<file path="src/rtl/alu_pkg.sv">
// rtl/alu_pkg.sv - function-select codes and sequencer state encoding shared with the ALU decoder
package alu_pkg;

    localparam logic [2:0] FS_ADD     = 3'b000;
    localparam logic [2:0] FS_SUB     = 3'b001;
    localparam logic [2:0] FS_SRA     = 3'b010;
    localparam logic [2:0] FS_SRL     = 3'b011;
    localparam logic [2:0] FS_SLL     = 3'b100;
    localparam logic [2:0] FS_AND     = 3'b101;
    localparam logic [2:0] FS_OR      = 3'b110;
    localparam logic [2:0] FS_ILLEGAL = 3'b111;

    typedef enum logic [1:0] {
        IDLE  = 2'd0,
        EXEC  = 2'd1,
        SHIFT = 2'd2,
        DONE  = 2'd3
    } state_t;

endpackage

</file>
<file path="src/rtl/alu_op_sequencer.sv">
// rtl/alu_op_sequencer.sv - issues one request at a time onto the shared ALU, iterating the 1-bit shifter
module alu_op_sequencer
    import alu_pkg::*;
#(
    parameter int WIDTH = 32,
    parameter int SHW   = 5
) (
    input  logic             clk,
    input  logic             rst,
    input  logic             req_valid,
    output logic             req_ready,
    input  logic [2:0]       req_fs,
    input  logic [WIDTH-1:0] req_a,
    input  logic [WIDTH-1:0] req_b,
    input  logic [SHW-1:0]   req_shamt,
    output logic [2:0]       alu_fs,
    output logic [WIDTH-1:0] alu_a,
    output logic [WIDTH-1:0] alu_b,
    input  logic [WIDTH-1:0] alu_y,
    output logic             rsp_valid,
    input  logic             rsp_ready,
    output logic [WIDTH-1:0] rsp_y,
    output logic             rsp_err,
    output logic             busy
);

    state_t           state, state_n;
    logic [2:0]       fs_q, fs_n;
    logic [WIDTH-1:0] a_q, a_n;
    logic [WIDTH-1:0] b_q, b_n;
    logic [WIDTH-1:0] acc_q, acc_n;
    logic [SHW-1:0]   cnt_q, cnt_n;
    logic [WIDTH-1:0] y_q, y_n;
    logic             err_q, err_n;

    always_ff @(posedge clk) begin
        if (rst) begin
            state <= IDLE;
            fs_q  <= FS_ADD;
            a_q   <= '0;
            b_q   <= '0;
            acc_q <= '0;
            cnt_q <= '0;
            y_q   <= '0;
            err_q <= 1'b0;
        end else begin
            state <= state_n;
            fs_q  <= fs_n;
            a_q   <= a_n;
            b_q   <= b_n;
            acc_q <= acc_n;
            cnt_q <= cnt_n;
            y_q   <= y_n;
            err_q <= err_n;
        end
    end

    always_comb begin
        state_n   = state;
        fs_n      = fs_q;
        a_n       = a_q;
        b_n       = b_q;
        acc_n     = acc_q;
        cnt_n     = cnt_q;
        y_n       = y_q;
        err_n     = err_q;
        req_ready = 1'b0;
        rsp_valid = 1'b0;
        alu_fs    = FS_ADD;
        alu_a     = '0;
        alu_b     = '0;

        case (state)
            IDLE: begin
                req_ready = 1'b1;
                if (req_valid) begin
                    fs_n = req_fs;
                    a_n  = req_a;
                    b_n  = req_b;
                    case (req_fs)
                        FS_ADD, FS_SUB, FS_AND, FS_OR: state_n = EXEC;
                        FS_SRA, FS_SRL, FS_SLL: begin
                            if (req_shamt != '0) begin
                                acc_n   = req_a;
                                cnt_n   = req_shamt;
                                state_n = SHIFT;
                            end else begin
                                y_n     = req_a;
                                err_n   = 1'b0;
                                state_n = DONE;
                            end
                        end
                        default: begin
                            y_n     = '0;
                            err_n   = 1'b1;
                            state_n = DONE;
                        end
                    endcase
                end
            end
            EXEC: begin
                alu_fs  = fs_q;
                alu_a   = a_q;
                alu_b   = b_q;
                y_n     = alu_y;
                err_n   = 1'b0;
                state_n = DONE;
            end
            SHIFT: begin
                // The ALU shifts one position per cycle; its result is fed back as the next operand.
                alu_fs = fs_q;
                alu_a  = acc_q;
                alu_b  = {{(WIDTH-1){1'b0}}, 1'b1};
                acc_n  = alu_y;
                cnt_n  = cnt_q - SHW'(1);
                if (cnt_q == SHW'(1)) begin
                    y_n     = alu_y;
                    err_n   = 1'b0;
                    state_n = DONE;
                end
            end
            DONE: begin
                rsp_valid = 1'b1;
                if (rsp_ready) state_n = IDLE;
            end
            default: state_n = IDLE;
        endcase
    end

    assign rsp_y   = y_q;
    assign rsp_err = err_q;
    assign busy    = (state != IDLE);

endmodule

</file>
<file path="config.mk">
export PLATFORM = sky130hd
export DESIGN_NAME = alu_op_sequencer
export DESIGN_NICKNAME = d
export VERILOG_FILES = /design/src/rtl/alu_pkg.sv /design/src/rtl/alu_op_sequencer.sv
export SDC_FILE = /design/constraint.sdc
export NUM_CORES = 1
export LEC_CHECK = 0
export BUFFER_PORTS_ARGS = -buffer_cell sky130_fd_sc_hd__buf_2
export CORE_MARGIN = 5
export CORE_UTILIZATION = 57
export CTS_CLUSTER_DIAMETER = 50
export DETAILED_ROUTE_END_ITERATION = 8
export PLACE_DENSITY_LB_ADDON = 0.12
export SYNTH_ARGS = -nofsm -noshare
export SYNTH_HDL_FRONTEND = slang
export SYNTH_SLANG_ARGS = --single-unit
</file>
<file path="constraint.sdc">
create_clock -name clk -period 3.4 [get_ports clk]
set_input_delay 0 -clock clk [delete_from_list [all_inputs] [get_ports clk]]
set_output_delay 0 -clock clk [all_outputs]
set_load 0.05 [all_outputs]
</file>
After elaboration in Yosys (flattened, before gate mapping)
Index checks and enable logic that the tools add are counted.
W data, S select, Z words.
{"block": "classes", "n_eq_ne": 17, "n_addsub": 1, "mux": 29, "n_reduce_logical": 13}
{"cell": "$pmux W32 S2", "n": 4}
{"cell": "$mux W32", "n": 6}
{"cell": "$pmux W32 S3", "n": 1}
{"cell": "$mux W5", "n": 3}
{"cell": "$ne A2 B2 Y1 const B", "n": 5}
{"cell": "$pmux W5 S2", "n": 1}
{"cell": "$eq A3 B3 Y1 const B", "n": 3}
{"cell": "$pmux W2 S4", "n": 1}
{"cell": "$eq A3 B2 Y1 const B", "n": 2}
{"cell": "$mux W1", "n": 6}
{"cell": "$mux W2", "n": 3}
{"cell": "$eq A5 B1 Y1 const B", "n": 1}
{"cell": "$reduce_and A5 Y1", "n": 1}
{"cell": "$reduce_bool A5 Y1", "n": 1}
{"cell": "$sub A5 B1 Y5 const B", "n": 1}
{"cell": "$eq A2 B2 Y1 const B", "n": 2}
{"cell": "$pmux W2 S2", "n": 1}
{"cell": "$reduce_and A4 Y1", "n": 1}
{"cell": "$reduce_bool A2 Y1", "n": 2}
{"cell": "$reduce_or A4 Y1", "n": 1}
{"cell": "$eq A3 B1 Y1 const B", "n": 1}
{"cell": "$logic_not A3 Y1", "n": 1}
{"cell": "$mux W3", "n": 1}
{"cell": "$ne A3 B3 Y1 const B", "n": 1}
{"cell": "other kinds (10)", "n": 10}
{"block": "word_totals", "ff_bits": 139, "wordCells": 68, "output_inout_bits": 103}

Depth between registers and ports, before layout
{"block": "depth", "word_depth": 5, "ltp_mapped": 8, "mapped_depth_nobuf": 6}

Worst setup path after synthesis
OpenSTA, ideal clock, no wires.
{"block": "synth_path", "path_type": "flip-flop to flip-flop", "from": "register state[0]", "to": "register y_q[10], in the netlist rsp_y[10]", "path_slack_ns": 0.841, "setup_ns": 0.121, "period_less_slack_ns": 2.559, "path_buffers": 1, "stages_incl_launch_ff": 8, "arrival_time_ns": 2.437, "path_cell_list": "dfxtp_1 > inv_1 > ha_1 > inv_1 > a221o_1 > o211ai_4 > buf_8 > mux2_4"}
{"block": "synth_between", "elab_chain_len": 3, "word_cells_on_any_way": 10}
{"item": "start, declared", "line_no": "alu_op_sequencer.sv:27", "rtl": "state_t state, state_n;"}
{"item": "start signal, assigned", "line_no": "alu_op_sequencer.sv:47", "rtl": "state <= state_n;"}
{"item": "$eq A2 B2 Y1, or another cell as far along", "line_no": "alu_op_sequencer.sv:73", "rtl": "case (state)"}
{"item": "$ne A2 B2 Y1 (no source line), or another cell as far along"}
{"item": "$reduce_and A5 Y1 (no source line)"}
{"item": "end signal, assigned", "line_no": "alu_op_sequencer.sv:53", "rtl": "y_q <= y_n;"}
{"item": "end, declared", "line_no": "alu_op_sequencer.sv:33", "rtl": "logic [WIDTH-1:0] y_q, y_n;"}
Parallel ways exist; a longest one is shown, timed or not.
A chain may end at the register's enable or synchronous reset.

Worst setup path in the final report
{"block": "layout_path", "from": "register state[0]", "to": "output alu_a[26]"}
{"block": "layout_between", "elab_chain_len": 2, "word_cells_on_any_way": 3}
{"item": "$eq A2 B2 Y1 / $eq A2 B1 Y1 (equally long branches)", "line_no": "alu_op_sequencer.sv:73"}
{"item": "$pmux W32 S2 (*)", "line_no": "alu_op_sequencer.sv:73"}
{"item": "end, declared", "line_no": "alu_op_sequencer.sv:17", "rtl": "output logic [WIDTH-1:0] alu_a,"}
Mark *: on every way between the ends. The rest lies on a longest branch, timed or not.

==> results.md <==
* Status: complete, no violations
* Worst-Skew Late Latency at 0.43 ns
* Total power at 8.331 mW
* Routed WL at 23.71 mm
* Via count at 7580
* Number of synthesized flops with an enable pin at 0
* Fraction of layout cells with a size suffix above 1 at 28.57%
* Critical path buffer and inverter count at 3
* PortBufs at 210
* Cell row count at 41
* Min Tclk post-route at 2.723 ns
* Clock Path Buffers at 2
* Worst-path clk slew at 0.06 ns
* Fmax achieved at 0.3672 GHz
* Seq pwr share at 26.7%
* Net Sw Power at 3.638 mW
* Vias in the first global route at 7512
* Layout net count at 1265
* Final Hold Viols at 0
* Total CTS buffers at 17
* Die area at 15370 sq um
* First-pass GRT wire length at 37.16 mm
* Pins Over Slew Limit at 0
* I/O Pins at 211
* CP arrival at 2.72 ns
* Post-synth net total at 999
* DRT Pass-1 Iters at 6
* Sequential fraction of the synthesis area at 37.59%
* Die W at 124.0 um
* Worst EP required at 3.40 ns
* Hold path startpoint: alu_y[18]
* Syn Inst Count at 884
* Via-to-Cell Ratio at 5.674
* Synth-to-layout area growth at 36.57%
* Pleak at 4.371 nW
* Post-DP HPWL at 13.40 mm
* Largest net degree at the start of global routing at 90
* RePlAce Congestion at 0.8285
* Crit path launch type: flip-flop
* Power share of the clock group at 22.2%
* Sw frac at 43.66%
* Count leader, synth: nand2_1
* Sink Count at 139
* Syn avg cell area at 8.375 sq um
* Post-CTS resize count at 0
* Synth top area cells: dfxtp_1, nand2_1, nor2b_1, a21oi_1, mux2_4
* Root buffer cell: clkbuf_16
* Element type at the critical path end: output port
* Antenna violations before repair at 1
* Setup Viol. Count Final at 0
* Synth unique cells at 47
* Worst hold path type: in -> reg
* H-Tree Depth at 4
* Pint at 4.694 mW
* Core ar. at 12670 sq um
* Starting Density at 58.43%
* CTS tree: built
* Postcts setup bufs at 0
* Share of the synthesized area in the top cell type at 37.59%
* Highest net fanout along the worst path at 65
* Layout fillers at 898
* Synth warn at 0
* Flop-to-flop setup slack at 0.99 ns
* Combinational Power Share at 51.0%
* Crit-path leading delay family: buffers and inverters
* CP cell instances: inv_1 > ha_4 > buf_4 > a22oi_1 > nor2b_1 > buf_2
* Measured slew at the worst slew-check pin at 1.169 ns
* PD cells at 824.0 nW/um^2
* Synthesized cell area at 7403 sq um
* GRT overflow at 0
* Most frequent cells after synthesis: nand2_1, dfxtp_1, a21oi_1, nor2b_1, clkbuf_1
* Die Y at 124.0 um
* Worst vdd ir at 0.5728 mV
* Clk_skew at 0.007791 ns
* Final worst-path cycle share at 80.10%
* Drt first-iter violations at 521
* Synth async-reset ratio at 0%
* Largest area contributor in the netlist: dfxtp_1
* Wire per inst at 17.75 um
* Worst slew margin at 22.07%
* WS Path Type: reg -> out
* RSZ-0062 raised after global routing: false
* Setup TNS at 0 ns
* Drt drc at 0
* Post-detailed-route count of antenna-violating nets at 0
* Slowest CP cell: buf_4
* Most used DFF post-synth: dfxtp_1
* Crit path launch: state[0]$_SDFFE_PP0P_
* All-Layer GR Usage at 30.73%
* FF-to-FF Start: state[1]$_SDFFE_PP0P_
* #FFs+latches synth at 139
* Max-cap violation count at 0
* Max incr delay on CP at 0.71 ns
==> state kept, by name (all words and copies together) (netlist names) <==
signal / count
a_q: 32
acc_q: 32
b_q: 32
rsp_y: 32
cnt_q: 5
fs_q: 3
state: 2
rsp_err: 1
==> area by class of cell <==
cell class | instances | area (sq um) | share of cell area (%)
timing repair buffer | 329 | 2243 | 22.19
sequential | 139 | 2783 | 27.52
inverter | 8 | 30.03 | 0.2970
multi-input combinational | 655 | 4245 | 41.99
antenna | 2 | 5.005 | 0.04950
clock buffer | 24 | 501.7 | 4.962
tap | 172 | 215.2 | 2.128
clock inverter | 7 | 87.58 | 0.8662
==> power groups by stage <==
stage	clock (mW)	sequential [mW]	combinational, mW
2_1_floorplan	0	2.51	2.96
6_report	1.85	2.23	4.25
4_1_cts	1.86	2.21	4.21
5_1_grt	1.95	2.27	4.58
3_3_place_gp	0	2.23	4.04
3_5_place_dp	0	2.24	4.09
==> stage by stage <==
stage	cell area [sq um]	cells	utilization, %	setup WS [ns]	hold WS (ns)
2_1_floorplan	7403	884	-	0.8414	0.1360
5_1_grt	10110	1335	79.78	0.5190	0.02129
6_report	10110	1336	79.80	0.6767	0.01713
3_5_place_dp	8496	1201	67.05	1.031	0.2450
4_1_cts	10110	1334	79.76	0.7161	0.005075
3_3_place_gp	8496	1201	67.05	1.087	0.2426
==> worst min-delay path, cell delays in order <==
cell,delay [ns]
buf_2,0.10
mux2i_1,0.09
a211oi_2,0.20
==> repair_timing <==
| action | in CTS | in global routing |
|---|---|---|
| hold buffers | 102 | 0 |
| endpoints found under the hold margin | 116 | 0 |
| setup endpoints to repair | 0 | 0 |
==> per-layer routing <==
layer  GRT usage, %  vias up  routed length [um]
li1               -     3583                   -
met1          36.44     3581                9659
met2          51.91      340               11550
met3          9.173       76                1735
met4          12.66        0                 769
met5              0        -                   0
==> worst paths after layout <==
check                           cells past startpoint                     end
worst min-delay path                                3  acc_q[18]$_SDFFE_PP0P_
worst max-delay path                                6               alu_a[26]
worst min register to register                      2     b_q[8]$_SDFFE_PP0P_
worst max register to register                      7  rsp_y[19]$_SDFFE_PP0P_
==> placed cells by master (no fill, tap or decap), types with 31 or more instances in the layout <==
cell	n
dlygate4sd3_1	102
o21ai_0	32
mux2i_1	33
a22oi_1	36
a21oi_1	105
nand2_1	174
buf_2	209
dfxtp_1	139
nor3_1	35
nor2b_1	99
and3_1	31
==> cell families after synthesis <==
group | after synthesis | share of synthesized area (%)
AND/OR/NAND/NOR | 361 | 24.07
AO/OA/AOI/OAI | 221 | 20.58
flip-flops | 139 | 37.59
buffers and inverters | 90 | 5.662
multiplexers | 65 | 10.80
adder cells (fa/ha/maj) | 7 | 1.183
XOR/XNOR | 1 | 0.1183
No activity file was read; power rests on OpenSTA's default activity.
